===== config.mk =====
export PLATFORM = sky130hd
export DESIGN_NAME = lfsr_keystream_ctrl
export DESIGN_NICKNAME = d
export VERILOG_FILES = /design/src/rtl/lfsr_keystream_ctrl.sv
export SDC_FILE = /design/constraint.sdc
export NUM_CORES = 1
export LEC_CHECK = 0
export CORE_MARGIN = 3
export CORE_UTILIZATION = 49
export DETAILED_ROUTE_END_ITERATION = 7
export PLACE_DENSITY = 0.79
export SLEW_MARGIN = 20
export SYNTH_ARGS = -nofsm -noshare
export SYNTH_HDL_FRONTEND = slang
export SYNTH_SLANG_ARGS = --single-unit

===== constraint.sdc =====
create_clock -name clk -period 2.5 [get_ports clk]
set_clock_uncertainty 0.05 [all_clocks]
set_input_delay 0.5 -clock clk [delete_from_list [all_inputs] [get_ports clk]]
set_output_delay 0.5 -clock clk [all_outputs]
set_load 0.01 [all_outputs]

===== src/rtl/lfsr_keystream_ctrl.sv =====
// lfsr_keystream_ctrl
// Sequences an external 16-bit LFSR keystream generator: seed load, warm-up
// discard, then one generator step per data bit while a plaintext word is
// XORed LSB first into ciphertext.
//
// Handshakes (seed, in, out) use strict valid/ready semantics: a transfer
// happens at a rising clk edge where valid and ready are both high. Valid
// must not depend on ready. Ready may depend on the current state only.
module lfsr_keystream_ctrl #(
  parameter int DATA_W        = 8,
  parameter int WARMUP_CYCLES = 32,
  parameter int REKEY_LIMIT   = 0
) (
  input  logic              clk,
  input  logic              reset,
  input  logic              seed_valid,
  input  logic [15:0]       seed,
  output logic              seed_ready,
  output logic              seed_err,
  input  logic              in_valid,
  input  logic [DATA_W-1:0] in_data,
  output logic              in_ready,
  output logic              out_valid,
  output logic [DATA_W-1:0] out_data,
  input  logic              out_ready,
  output logic              ks_load,
  output logic [15:0]       ks_seed,
  output logic              ks_step,
  input  logic              ks_bit,
  output logic              rekey_req,
  output logic [15:0]       word_count
);

  typedef enum logic [2:0] {
    ST_UNSEEDED = 3'd0,
    ST_LOAD     = 3'd1,
    ST_WARMUP   = 3'd2,
    ST_READY    = 3'd3,
    ST_SHIFT    = 3'd4,
    ST_HOLD     = 3'd5
  } state_e;

  localparam int BIW = (DATA_W > 1) ? $clog2(DATA_W) : 1;
  localparam logic [BIW-1:0] LAST_BIT  = BIW'(DATA_W - 1);
  localparam logic [15:0]    WARM_INIT = (WARMUP_CYCLES > 0) ? 16'(WARMUP_CYCLES - 1) : 16'd0;
  localparam logic [15:0]    REKEY_VAL = 16'(REKEY_LIMIT);

  state_e            state_q, state_d;
  logic [15:0]       seed_q, seed_d;
  logic              seed_err_q, seed_err_d;
  logic [15:0]       warm_cnt_q, warm_cnt_d;
  logic [BIW-1:0]    bit_idx_q, bit_idx_d;
  logic [DATA_W-1:0] data_q, data_d;
  logic [15:0]       word_count_q, word_count_d;
  logic              rekey_q, rekey_d;

  logic              seed_fire;
  logic              seed_ok;
  logic              seed_zero;
  logic              word_fire;
  logic              out_fire;
  logic [15:0]       count_inc;

  // Handshake qualifiers; a nonzero seed in READY wins over a plaintext word.
  always_comb begin
    seed_fire = seed_valid && ((state_q == ST_UNSEEDED) || (state_q == ST_READY));
    seed_ok   = seed_fire && (seed != 16'd0);
    seed_zero = seed_fire && (seed == 16'd0);
    word_fire = (state_q == ST_READY) && !rekey_q && in_valid && !seed_ok;
    out_fire  = (state_q == ST_HOLD) && out_ready;
    count_inc = (word_count_q == 16'hFFFF) ? word_count_q : word_count_q + 16'd1;
  end

  // State and datapath registers with synchronous reset.
  always_ff @(posedge clk) begin
    if (reset) begin
      state_q      <= ST_UNSEEDED;
      seed_q       <= 16'd0;
      seed_err_q   <= 1'b0;
      warm_cnt_q   <= 16'd0;
      bit_idx_q    <= '0;
      data_q       <= '0;
      word_count_q <= 16'd0;
      rekey_q      <= 1'b0;
    end else begin
      state_q      <= state_d;
      seed_q       <= seed_d;
      seed_err_q   <= seed_err_d;
      warm_cnt_q   <= warm_cnt_d;
      bit_idx_q    <= bit_idx_d;
      data_q       <= data_d;
      word_count_q <= word_count_d;
      rekey_q      <= rekey_d;
    end
  end

  // Next-state logic.
  always_comb begin
    state_d = state_q;
    unique case (state_q)
      ST_UNSEEDED: if (seed_ok) state_d = ST_LOAD;
      ST_LOAD:     state_d = (WARMUP_CYCLES == 0) ? ST_READY : ST_WARMUP;
      ST_WARMUP:   if (warm_cnt_q == 16'd0) state_d = ST_READY;
      ST_READY: begin
        if (seed_ok)        state_d = ST_LOAD;
        else if (word_fire) state_d = ST_SHIFT;
      end
      ST_SHIFT:    if (bit_idx_q == LAST_BIT) state_d = ST_HOLD;
      ST_HOLD:     if (out_ready) state_d = ST_READY;
      default:     state_d = ST_UNSEEDED;
    endcase
  end

  // Datapath next values: seed latch, warm-up counter, in-place XOR, counters.
  always_comb begin
    seed_d       = seed_q;
    seed_err_d   = seed_err_q | seed_zero;
    warm_cnt_d   = warm_cnt_q;
    bit_idx_d    = bit_idx_q;
    data_d       = data_q;
    word_count_d = word_count_q;
    rekey_d      = rekey_q;
    if (seed_ok) seed_d = seed;
    if (state_q == ST_LOAD) begin
      warm_cnt_d   = WARM_INIT;
      word_count_d = 16'd0;
      rekey_d      = 1'b0;
    end
    if ((state_q == ST_WARMUP) && (warm_cnt_q != 16'd0)) warm_cnt_d = warm_cnt_q - 16'd1;
    if (word_fire) begin
      data_d    = in_data;
      bit_idx_d = '0;
    end
    // Plaintext bit i is overwritten by its ciphertext bit in shift cycle i.
    if (state_q == ST_SHIFT) begin
      data_d[bit_idx_q] = data_q[bit_idx_q] ^ ks_bit;
      bit_idx_d         = bit_idx_q + BIW'(1);
    end
    if (out_fire) begin
      word_count_d = count_inc;
      if ((REKEY_LIMIT != 0) && (count_inc == REKEY_VAL)) rekey_d = 1'b1;
    end
  end

  // Outputs decoded from state; generator controls are suppressed during reset.
  always_comb begin
    seed_ready = 1'b0;
    in_ready   = 1'b0;
    out_valid  = 1'b0;
    ks_load    = 1'b0;
    ks_step    = 1'b0;
    unique case (state_q)
      ST_UNSEEDED: seed_ready = 1'b1;
      ST_LOAD:     ks_load    = !reset;
      ST_WARMUP:   ks_step    = !reset;
      ST_READY: begin
        seed_ready = 1'b1;
        in_ready   = !rekey_q;
      end
      ST_SHIFT:    ks_step    = !reset;
      ST_HOLD:     out_valid  = 1'b1;
      default:     seed_ready = 1'b0;
    endcase
    ks_seed    = seed_q;
    out_data   = data_q;
    seed_err   = seed_err_q;
    rekey_req  = rekey_q;
    word_count = word_count_q;
  end

endmodule

Word level (Yosys, flattened, before mapping) --
Cells that the tools add are included.
Storage, ports and cells: word-level logic and storage cells 76, bits of input ports 30, register bits after elaboration 63, output and inout bits 47
Cells by class: bitwise operators 2, muxes and demuxes 26, add/sub/neg operators 3, order comparisons 2, eq/ne operators 13, reduce and logical (&&, ||, !) cells 23
Operators with widths (number):
- $mux W16 | 5
- $logic_not A16 Y1 | 2
- $reduce_bool A16 Y1 | 2
- $mux W3 | 8
- $pmux W3 S6 | 1
- $add A16 B1 Y16 const B | 1
- $eq A16 B16 Y1 const B | 1
- $mux W8 | 2
- $sub A16 B1 Y16 const B | 1
- $ne A2 B2 Y1 const B | 5
- $eq A3 B3 Y1 const B | 3
- $bwmux W8 | 1
- $logic_and A1 B1 Y1 | 8
- $mux W1 | 7
- $eq A3 B2 Y1 const B | 2
- $reduce_bool A2 Y1 | 3
- $reduce_and A5 Y1 | 1
- $lt A3 B4 Y1 const B | 1
- $reduce_or A2 Y1 | 2
- $add A3 B1 Y3 const B | 1
- $bmux W1 S3 | 1
- $demux W1 S3 | 1
- $eq A3 B1 Y1 const B | 1
- $ge A3 B1 Y1 const B | 1
- 7 further kinds | 8

Longest topological paths before layout --
depth in word-level cells 9, gate-level depth with buffers 8, depth with buffers taken out 7

Least setup slack after synthesis --
Ideal clock, no wire load.
kind flip-flop to flip-flop, start point register warm_cnt_q[0], end point register warm_cnt_q[2], setup slack 214 ps, arrival time 2102 ps, library setup time 133 ps, data required time 2317 ps, cell stages (with the launch flop) 9, buffers on the path 1, clock period less this slack 2286 ps, cells stage by stage dfxtp_1 -> inv_1 -> ha_1 -> or3b_2 -> or4_4 -> and2_4 -> buf_2 -> a211oi_1 -> a311oi_1
Between the ends: word-level cells in the longest chain between the ends 3
RTL lines:
- from (decl) | RTL line 51 | logic [15:0] warm_cnt_q, warm_cnt_d;
- from (signal assigned) | RTL line 89 | warm_cnt_q <= warm_cnt_d;
- branches (longest 3 deep; another with $sub A16 B1 Y16)
Several ways; the timed one is not identified. A chain may end at the register's enable or synchronous reset.

Worst setup path in the final report --
start point register state_q[0], end point output ks_load
Between the ends: word-level cells in the longest chain between the ends 2
RTL lines:
- from (decl) | RTL line 48 | state_e state_q, state_d;
- from (signal assigned) | RTL line 86 | state_q <= state_d;
- $eq A3 B1 Y1 | RTL line 152 | unique case (state_q)
- $mux W1 | RTL line 152
- to (decl) | RTL line 26 | output logic ks_load,
No other way between the ends.

==> impl_metrics.ini <==
[timing]
finalSetupViolations = 0
slew_violations = 0
worstMarginPinSlew_ns = 0.568
slew_headroom_pct = 62.1
fmax_ghz = 0.411
fin_crit_ns = 2.43
post-route-period-util_pct = 97.2
rsz0062_at_grt = yes
hold_viol_final = 0
timing.final.ws_setup_ns = 0.0689

[power_and_ir_drop]
internal-power_mw = 2.54
p_clk_share_pct = 28.2
power.share.combinational_pct = 37.0
p_sw_share_pct = 34.4
leakage_nw = 1.62
powerDensity_mw_per_mm2 = 895
ir_worst_vdd_v = 0.000598
seq_power_share_pct = 34.8
p_sw_mw = 1.33
total_power_mw = 3.87

[clock_network]
ctsHoldBuffers = 0
cts_tree = yes
cts_buffer_depth = 2
clockRootBuffer = clkbuf_8
clkTransAtPathRegs_ns = 0.07
cts_buffers = 9
clock-sinks = 63
clk_latency_ns = 0.34
cts_htree_levels = 3

[setup_path]
critPathLaunchType = register
critPathKind = reg2out
ff2ff_path_depth = 6
reg2reg_setup_slack_ns = 0.16
required_ns = 1.95
r2r_start = warm_cnt_q[3]
cp_max_fo = 9
rr_endpoint = state_q[0]
cp-end-kind = primary output
arrival_ns = 1.88

[yosys]
ys_seq_area_share_pct = 40.3
synth_nets = 383
synthesis.area_mm2 = 0.00313
yosysMostFrequentCell = dfxtp_1
synth_seq_cells = 63
syn_area_per_cell_um2 = 8.99
syn_inst = 348
synthTopCellsByCount = 63 x dfxtp_1, 48 x nor2_1, 25 x mux2i_1
ys_types = 50
synth_ff_type = dfxtp_1
synth_area_leader_cell = dfxtp_1
ys_warn_count = 0
synth_edf_count = 0
synth_area_leaders = dfxtp_1 40%, mux2i_1 8.0%, nor2_1 5.8%, xor2_1 3.4%, nand3_1 2.4%
async_reset_ff_share_pct = 0
synth_top_area_share_pct = 40.3

[placement]
place.gp.congestion = 0.807
place_inst = 499
dp_slack_ns = 0.00910
hpwlAfterDp_um = 5760
port_buffers = 75

[routing]
routed_wl_um = 8070
drc = 0
ant_nets = 0
vias = 2965
first_pass_iters = 4
drt_iter0_drc = 132
vias_per_cell = 5.74
routedWlPerCell_um = 15.6

[floorplanning]
rows = 28
core_mm2 = 0.00606
dieHeight_um = 85.9
initial_core_util_pct = 51.6
io_pins = 77
design.die.area_mm2 = 0.00738
die_x_um = 85.9

[grt]
first_global_vias = 2893
grt_remaining_overflow = 0
antenna_found_initial = 0
grtUsageMet3_pct = 5.38
top_usage_layer = met2
grt_max_degree = 26
met2_usage_pct = 36.6
track_usage_pct = 22.3
grt_util_met1_pct = 28.0
grt_pass1_wl_um = 13300

[status]
status = finished, final reports clean

[final_layout]
diodes = 0
drive_gt1_share_pct = 12.2
nets = 472
final_cells = 517
synthToLayoutAreaGrowth_pct = 38.2

[run]
drv_cap = 0

[hold_path]
worstHoldPathCells = 1
min_path_type = reg2reg
hold_end = warm_cnt_q[15]
hp-start = warm_cnt_q[15]
[registers in the layout, indices dropped and copies added, names as in the netlist]
signal	flops
seed_err	1
warm_cnt_q	16
state_q	3
word_count	16
ks_seed	16
out_data	8
bit_idx_q	3
[how the worst max path moves through the flow]
stage / startpoint / cells after the start / end / slack [ns]
after global routing: state_q[0] / 4 / ks_load / -0.04
after CTS: warm_cnt_q[1] / 7 / warm_cnt_q[6] / 0.006
after detailed placement: seed[8] / 7 / out_data[0] / 0.009
after global placement: seed[0] / 7 / out_data[0] / 0.04
after floorplan: warm_cnt_q[0] / 8 / warm_cnt_q[2] / 0.21
final: state_q[0] / 4 / ks_load / 0.07
[power by group through the flow]
stage	Sequential, mW	Clock, mW	Combinational, mW
2_1_floorplan	1.32	0	0.928
3_3_place_gp	1.34	0	1.37
5_1_grt	1.37	1.16	1.57
3_5_place_dp	1.35	0	1.39
6_report	1.35	1.09	1.43
4_1_cts	1.34	1.10	1.42
[final cells by class]
type                       count  area [µm²]
clock buffer                   9         124
clock inverter                 7         120
fill                         476        1740
inverter                       3        11.3
multi-input combinational    263        1780
sequential                    63        1260
tap                           75        93.8
timing repair buffer          97         926
[cells by family (layout without fill, tap and decap cells)]
logic type / after synthesis / in the layout / share of synthesized area (%)
AOI/OAI and AO/OA: 57 / 57 / 13.5
xor gates and xnor gates: 16 / 16 / 4.48
adders and majority gates: 5 / 5 / 2.00
buffers and inverters: 22 / 116 / 2.88
DFF: 63 / 63 / 40.3
muxes: 30 / 30 / 10.6
other: 1 / 1 / 0.120
and+or+nand+nor: 154 / 154 / 26.0
[worst max-delay path, cell delays in order, from the launching register on]
cell and delay, ns:
dfxtp_1 0.49, nor2b_2 0.26, nand2b_1 0.09, nor2_1 0.13, clkdlybuf4s50_1 0.57
[per-stage QoR]
| step | area, µm² | util, % | hold WS, ns | setup TNS [ns] |
|---|---|---|---|---|
| 2_1_floorplan | 3130 | - | 0.388 | 0 |
| 3_3_place_gp | 4060 | 66.9 | 0.394 | 0 |
| 3_5_place_dp | 4060 | 66.9 | 0.410 | 0 |
| 4_1_cts | 4300 | 71.0 | 0.419 | 0 |
| 5_1_grt | 4320 | 71.3 | 0.457 | -0.0373 |
| 6_report | 4320 | 71.3 | 0.423 | 0 |
[placed cells by master (no fill, tap or decap), types with 4 or more instances in the layout]
cell type,netlist,final
a211oi_1,6,6
a21oi_1,13,12
buf_4,1,21
clkbuf_8,0,9
clkdlybuf4s50_1,0,73
dfxtp_1,63,61
ha_1,5,5
mux2i_1,25,25
nand2_1,14,14
nand2b_1,9,9
nand3_1,15,15
nand4_1,9,9
nor2_1,48,48
nor2b_1,5,4
nor3_1,13,13
nor4_1,12,12
o211ai_1,5,5
o32ai_1,8,8
o41ai_1,4,4
or4_1,7,7
xnor2_1,4,4
xor2_1,12,12
[per-layer routing]
metal / vias up / part of all wire, %
met5: - / 0
met1: 1395 / 44
met3: 12 / 5.9
li1: 1482 / -
met2: 76 / 49
met4: 0 / 1.3
[timing repair]
action / 4_1_cts / 5_1_grt
pin swaps: 0 / 2
setup endpoints to repair: 2 / 3
gates resized for setup: 4 / 2
setup buffers: 0 / 2
Note: power is estimated with default switching activity, not from simulation.
